`src/rtl/conv2d_stream.sv`:
```
// Streaming 2-D valid-mode convolution: buffers one N x N frame, then MACs one tap per cycle per window.
// Define CONV_SAT_EN to clamp results to the DW range; otherwise results wrap (low DW bits of acc).
module conv2d_stream #(
  parameter int DW     = 13,
  parameter int N      = 6,
  parameter int M      = 3,
  parameter int STRIDE = 1
) (
  input  logic                    clk,
  input  logic                    rst,
  input  logic                    w_we,
  input  logic [$clog2(M*M)-1:0]  w_addr,
  input  logic [DW-1:0]           w_data,
  input  logic                    start,
  input  logic                    px_valid,
  output logic                    px_ready,
  input  logic [DW-1:0]           px_data,
  output logic                    out_valid,
  input  logic                    out_ready,
  output logic [DW-1:0]           out_data,
  output logic                    busy,
  output logic                    done
);
  localparam int ACC_W = 2*DW + $clog2(M*M);
  localparam int NPIX  = N*N;
  localparam int NTAP  = M*M;
  localparam int LASTO = N - M;
  localparam int AW    = $clog2(NPIX);
  localparam int WAW   = $clog2(NTAP);
  localparam int CW    = (N > 1) ? $clog2(N) : 1;

  localparam logic [AW-1:0] PX_LAST = AW'(NPIX - 1);
  localparam logic [CW-1:0] K_LAST  = CW'(M - 1);
  localparam logic [CW-1:0] STEP    = CW'(STRIDE);

  localparam logic [2:0] S_IDLE = 3'd0;
  localparam logic [2:0] S_LOAD = 3'd1;
  localparam logic [2:0] S_MAC  = 3'd2;
  localparam logic [2:0] S_EMIT = 3'd3;
  localparam logic [2:0] S_DONE = 3'd4;

`ifdef CONV_SAT_EN
  localparam logic signed [ACC_W-1:0] SAT_MAX = ACC_W'((2**(DW-1)) - 1);
  localparam logic signed [ACC_W-1:0] SAT_MIN = ~SAT_MAX;
`endif

  logic [2:0]               state;
  logic signed [DW-1:0]     wmem [NTAP];
  logic signed [DW-1:0]     amem [NPIX];
  logic [AW-1:0]            px_cnt;
  logic [CW-1:0]            r, c, p, q;
  logic signed [ACC_W-1:0]  acc, acc_nxt;
  logic signed [2*DW-1:0]   prod;
  logic [AW-1:0]            a_idx;
  logic [WAW-1:0]           w_idx;
  logic [DW-1:0]            res, out_q;
  logic                     last_c, last_r, idle_like;

  always_comb begin
    a_idx   = AW'((32'(r) + 32'(p)) * N + 32'(c) + 32'(q));
    w_idx   = WAW'(32'(p) * M + 32'(q));
    prod    = amem[a_idx] * wmem[w_idx];
    acc_nxt = acc + ACC_W'(prod);
`ifdef CONV_SAT_EN
    if (acc_nxt > SAT_MAX)      res = SAT_MAX[DW-1:0];
    else if (acc_nxt < SAT_MIN) res = SAT_MIN[DW-1:0];
    else                        res = acc_nxt[DW-1:0];
`else
    res = acc_nxt[DW-1:0];
`endif
    // A window origin is the last in its row/column once another step would overrun the frame.
    last_c    = (32'(c) + STRIDE) > LASTO;
    last_r    = (32'(r) + STRIDE) > LASTO;
    idle_like = (state == S_IDLE) || (state == S_DONE);
  end

  always_ff @(posedge clk or negedge rst) begin
    if (!rst) begin
      state  <= S_IDLE;
      px_cnt <= '0;
      r      <= '0;
      c      <= '0;
      p      <= '0;
      q      <= '0;
      acc    <= '0;
      out_q  <= '0;
      for (int i = 0; i < NTAP; i++) wmem[i] <= '0;
      for (int i = 0; i < NPIX; i++) amem[i] <= '0;
    end else begin
      case (state)
        S_IDLE, S_DONE: begin
          if (w_we && (32'(w_addr) < NTAP)) wmem[w_addr] <= w_data;
          if (start) begin
            state  <= S_LOAD;
            px_cnt <= '0;
            r      <= '0;
            c      <= '0;
            p      <= '0;
            q      <= '0;
          end
        end
        S_LOAD: begin
          if (px_valid) begin
            amem[px_cnt] <= px_data;
            px_cnt       <= px_cnt + AW'(1);
            if (px_cnt == PX_LAST) begin
              state <= S_MAC;
              acc   <= '0;
            end
          end
        end
        S_MAC: begin
          acc <= acc_nxt;
          if (q == K_LAST) begin
            q <= '0;
            if (p == K_LAST) begin
              p     <= '0;
              out_q <= res;
              state <= S_EMIT;
            end else begin
              p <= p + CW'(1);
            end
          end else begin
            q <= q + CW'(1);
          end
        end
        S_EMIT: begin
          if (out_ready) begin
            acc <= '0;
            if (last_c) begin
              c <= '0;
              if (last_r) begin
                state <= S_DONE;
              end else begin
                r     <= r + STEP;
                state <= S_MAC;
              end
            end else begin
              c     <= c + STEP;
              state <= S_MAC;
            end
          end
        end
        default: state <= S_IDLE;
      endcase
    end
  end

  // Handshakes: a transfer happens on a rising edge where valid and ready are both high;
  // a raised valid and its data hold until that edge, and ready never depends on valid.
  assign px_ready  = (state == S_LOAD);
  assign out_valid = (state == S_EMIT);
  assign out_data  = out_q;
  assign busy      = !idle_like;
  assign done      = (state == S_DONE);
endmodule

```
`config.mk`:
```
export PLATFORM = sky130hd
export DESIGN_NAME = conv2d_stream
export DESIGN_NICKNAME = d
export VERILOG_FILES = /design/src/rtl/conv2d_stream.sv
export SDC_FILE = /design/constraint.sdc
export NUM_CORES = 1
export LEC_CHECK = 0
export ABC_AREA = 1
export BUFFER_PORTS_ARGS = -buffer_cell sky130_fd_sc_hd__buf_2
export CORE_ASPECT_RATIO = 1.75
export CORE_MARGIN = 2
export CORE_UTILIZATION = 57
export CTS_CLUSTER_DIAMETER = 200
export DETAILED_ROUTE_END_ITERATION = 6
export PLACE_DENSITY = 0.76
export SETUP_SLACK_MARGIN = 0.4
export SYNTH_ARGS = -nofsm -noshare
export SYNTH_HDL_FRONTEND = slang
export SYNTH_SLANG_ARGS = --single-unit
```
`constraint.sdc`:
```
create_clock -name clk -period 8 [get_ports clk]
set_input_delay 0 -clock clk [delete_from_list [all_inputs] [get_ports clk]]
set_output_delay 0 -clock clk [all_outputs]
set_load 0.01 [all_outputs]
```
## Word-level counts from Yosys, hierarchy flattened

Index checks and enable logic that the tools add are counted.

- Input port bits: 36
- Register bits: 649

- Multiplexer cells: 41
- Reduce and logical (&&, ||, !) cells: 21
- Add/subtract/negate cells: 12
- Order comparisons: 9
- $mul: 3
- Bitwise operators: 4
- Eq/ne operators: 15

Operator list:

| cell | number |
|---|---|
| bitwise mux 468 bit | 1 |
| bitwise mux 117 bit | 1 |
| two-way mux 30 bit | 3 |
| one-hot mux 30 bit (3 select lines) | 1 |
| binary-select mux 13 bit (select 6 bit) | 1 |
| demux 13 bit (select 6 bit) | 1 |
| two-way mux 13 bit | 6 |
| binary-select mux 13 bit (select 4 bit) | 1 |
| demux 13 bit (select 4 bit) | 1 |
| two-way mux 3 bit | 17 |
| adder 30 x 26 -> 30 bit | 1 |
| multiplier 13 x 13 -> 26 bit | 1 |
| one-hot mux 3 bit (2 select lines) | 4 |
| >= comparator 7 bit, second input constant | 2 |
| NOT 6 -> 7 bit | 2 |
| adder 3 x 1 -> 3 bit, second input constant | 4 |
| adder 6 x 3 -> 6 bit | 2 |
| == test 3 x 2 -> 1 bit, second input constant | 4 |
| two-way mux 6 bit | 2 |
| one-hot mux 3 bit (4 select lines) | 1 |
| one-hot mux 6 bit (2 select lines) | 1 |
| AND reduction 3 bit | 4 |
| >= comparator 5 bit, second input constant | 2 |
| != test 2 bit, second input constant | 5 |
| 26 further kinds | 37 |

## Logic depth before layout (Yosys ltp)

- Depth in word-level cells: 11
- Mapped depth: 45
- Depth with buffers taken out: 44

## Least setup slack after synthesis

OpenSTA, ideal clock, no wires.

- Path type: flip-flop to flip-flop
- Start: register p[0]
- End: register acc[12]
- Setup time: 0.118 ns
- Clock period less this slack: 8.272 ns
- Arrival: 8.155 ns
- Path slack: -0.272 ns
- Cell stages (with the launch flop): 40
- Path buffers: 2
- Required time: 7.882 ns
- Cell sequence: dfrtp_1 ha_1 fa_1 ha_1 inv_1 fa_1 fa_1 buf_2 buf_1 nand3_1 nand3_1 nand4_1 nand3_1 nand2_1 inv_1 nand2_1 fa_1 fa_1 [4 not listed] fa_1 inv_1 fa_1 ha_1 nand2_1 nor3_1 nand2_1 o211ai_1 a31oi_1 nand3_1 nand2_1 nand2_1 nand2_1 nand2_1 nand2_1 nand2_1 nand3_1 nand2_1

- Word-level cells in the longest chain between the ends: 11
- Elaborated cells on any way between the ends: 17

RTL lines:

| item | RTL line | source |
|---|---|---|
| start, declared | 51 | `logic [CW-1:0] r, c, p, q;` |
| start signal, assigned | 121 | `p <= p + CW'(1);` |
| adder 3 x 3 -> 4 bit | 60 | `a_idx = AW'((32'(r) + 32'(p)) * N + 32'(c) + 32'(q));` |
| multiplier 4 x 2 -> 5 bit | 60 |  |
| adder 6 x 3 -> 6 bit (2 in a row) | 60 |  |
| NOT 6 -> 7 bit (not written as such) | 62 | `prod = amem[a_idx] * wmem[w_idx];` |
| binary-select mux 13 bit (select 6 bit) | 62 |  |
| two-way mux 13 bit (not written as such) (2 in a row) | 62 |  |
| multiplier 13 x 13 -> 26 bit * | 62 |  |
| adder 30 x 26 -> 30 bit * | 63 | `acc_nxt = acc + ACC_W'(prod);` |
| one-hot mux 30 bit (3 select lines) * | 90 | `case (state)` |
| end signal, assigned | 113 | `acc <= acc_nxt;` |
| end, declared | 52 | `logic signed [ACC_W-1:0] acc, acc_nxt;` |

Mark *: on every way between the ends. The rest lies on a longest branch, timed or not. The select of a mux whose other input is x is not followed.
A chain may end at the register's enable or synchronous reset.

## Worst setup path in the final report

Same ends and word-level chain as after synthesis.

==> run metrics <==
status finished, violations left; failing checks DRC, hold timing, setup timing; RSZ-0062 raised after global routing yes; GPL Wtd Cong 0.971; Worst Path Arrival 8770 ps; EDFF count, synth 0; crit path max fanout 10; I/O pin count 53; Core ar. 56,300 sq um; clk_lat worst skew 650 ps; die area 59,100 sq um; Hold Crit Class input pin to asynchronous set/reset pin; maximum clock rate 0.121 GHz; Max Cap Violations 0; Synth cell types 48; Final Util 65.9%; drt total wl around 96,000 um; reg2reg start p[0]; WP data required 8520 ps; number of port buffers 52; Mapped Cells between 4,000 and 5,000; synth-to-layout area growth 14.0%; Critical path buffers and inverters 8; H-tree Lvls 2; Cell Area, Placed 34,200 sq um; sequential area share after synthesis 48.6%; TNS Setup -465 ps; Slew HR 19.5%; Pre-antenna DRT Iters 7; Die W 185 um; Min Clock Period, post-route approximately 8200 ps; Most common cell on crit path nand2_1; largest net degree at the start of global routing about 180; slew at the pin closest to its max-slew limit 1200 ps; Hold Fails Final Rpt 11; initial core utilization a little under 60%; FF+latch count, synth 632; skew final 31.3 ps; multi-input logic area 15,100 sq um; DRC viols 3; DIE HEIGHT roughly 320 um; initial antenna violation count 0; first-pass GRT wire length 153,000 um; Clock transition at path regs 80 ps; FF/Latch Area 15,800 sq um; YS warnings 0; Hold WS -36.0 ps; DR vias 28,467; CTS Buffer Depth 3; DRT antenna net count 0; Crit path largest cell delay 540 ps; layout net count around 4,300; Crit-path slowest cell fa_2; Async S/R FF share, synth 100%; startpoint type of the worst setup path flip-flop; crit end category flip-flop; Rows 115; WS Path Type flip-flop to flip-flop; crit share post-route 103%; global-route usage over all layers 33.3%; share of layout cells above drive strength 1 a little over a tenth; Worst R2R Path Depth 39; CTS tree done; Post-synth top flop dfrtp_1; end of the worst register-to-register path acc[12]; initial DRC count 2,813; clock root cell clkbuf_16; Final Max Slew Viols 0; n_diodes 0; Cell Area, Synth about 33,000 sq um; Final Cell Area 37,100 sq um; Syn Nets approximately 4,300; Layout Cells excl Fill 4,962; CTS Buf Count 56; final setup margin -243 ps; grt ovf 0; Filler cells 4,750; TritonCTS Sinks 632; syn avg cell area 7.94 sq um; Post-DP HPWL 62,600 um; vias in the first global route 27,770; DR vias/cell 5.74; r2r setup slk -240 ps; Largest delay share family, worst path adder cells; setup violators final 2; placed cells roughly 4,800; WL per Instance 19.3 um
worst max-delay path by stage:
stage	startpoint	endpoint	slack (ps)	cells after the start
floorplan	p[0]	acc[12]	230	42
global placement	p[0]	out_data[12]	-220	41
detailed placement	p[0]	out_data[12]	-280	36
CTS	p[0]	acc[12]	-260	42
global route	p[0]	acc[12]	-500	41
finish	p[0]	acc[12]	-240	39
timing repair:
item / 4_1_cts / 5_1_grt
pin swaps: 33 / 21
resized for setup: 50 / 44
endpoints found under the setup margin: 15 / 16
setup buffers: 9 / 9
hold endpoints to repair: 582 / 0
gates cloned: 1 / 2
hold buffers: 31 / 0
flip-flops by register name, indices dropped and copies added, names as in the netlist:
register	flops
amem	468
wmem	117
acc	13
out_data	13
px_cnt	6
c	3
p	3
q	3
r	3
state	3
cells in the mapped netlist, types with 11 or more instances:
master / n / area (sq um)
a21oi_1: 54 / 270
buf_2: 66 / 330
buf_4: 26 / 195
clkbuf_1: 146 / 548
dfrtp_1: 632 / 15800
fa_1: 64 / 1280
ha_1: 68 / 851
inv_1: 244 / 916
nand2_1: 1461 / 5480
nand3_1: 400 / 2000
nand4_1: 21 / 131
nor2_1: 116 / 435
nor3_1: 19 / 95.1
o21ai_0: 658 / 3290
o21ai_1: 11 / 55.1
xor2_1: 14 / 123
layout make-up:
cell class | count | area share (%)
timing repair buffer | 254 | 6.04
clock inverter | 27 | 1.01
inverter | 260 | 2.68
multi-input combinational | 2951 | 40.7
tap | 760 | 2.56
sequential | 632 | 42.6
clock buffer | 78 | 4.33
worst register-to-register path, delay by kind of cell (launching register included):
| family | cells | cell delay [ps] |
|---|---|---|
| buffers and inverters | 8 | 750 |
| AOI/OAI and AO/OA | 3 | 330 |
| DFF | 1 | 430 |
| and+or+nand+nor | 16 | 1430 |
| adders and majority gates | 12 | 5220 |
placed cells by master, fill, tap and decap left out, types with 8 or more instances in the layout:
cell | synthesis | routed
xor2_1 | 14 | 9
buf_12 | 0 | 23
nand2_1 | 1461 | 1444
buf_4 | 26 | 137
clkbuf_1 | 146 | 10
fa_1 | 64 | 51
clkbuf_16 | 0 | 58
dlygate4sd3_1 | 0 | 31
nor2_2 | 1 | 8
dfrtp_1 | 632 | 631
o21ai_1 | 11 | 18
inv_1 | 244 | 228
nand3_1 | 400 | 385
clkinv_2 | 1 | 12
ha_4 | 0 | 14
nor2_1 | 116 | 109
o21ai_0 | 658 | 646
a21oi_1 | 54 | 47
nand2_2 | 7 | 18
nand3_2 | 0 | 11
a22oi_1 | 10 | 10
buf_2 | 66 | 51
clkbuf_8 | 0 | 12
inv_2 | 10 | 19
nor3_1 | 19 | 18
ha_1 | 68 | 54
fa_2 | 0 | 13
nand4_1 | 21 | 21
kinds of logic after synthesis:
family          count (synthesis)  synth area share (%)
flops                         632                  48.6
simple gates                 2037                  25.6
fa+ha+maj                     132                  6.56
xor+xnor                       18                 0.485
buf+inv                       511                  6.61
compound gates                764                  12.1
stage by stage:
step / worst slack (ps) / hold WS, ps
finish: -243 / -36.0
global route: -495 / 57.7
CTS: -263 / 12.2
detailed placement: -280 / 105
global placement: -224 / 103
floorplan: 235 / -296
per-layer routing:
layer	vias to the layer above	wire length, um	share of wire (%)	global-route usage (%)
met2	1114	46200	48	54.9
met4	0	6400	6.7	19.6
met3	319	6890	7.2	5.58
met5	-	0	0	0
li1	13369	-	-	-
met1	13665	36400	38	41.0
Power is not shown: default switching activity piles up to over one toggle a cycle in this logic, so the estimate is an artifact.
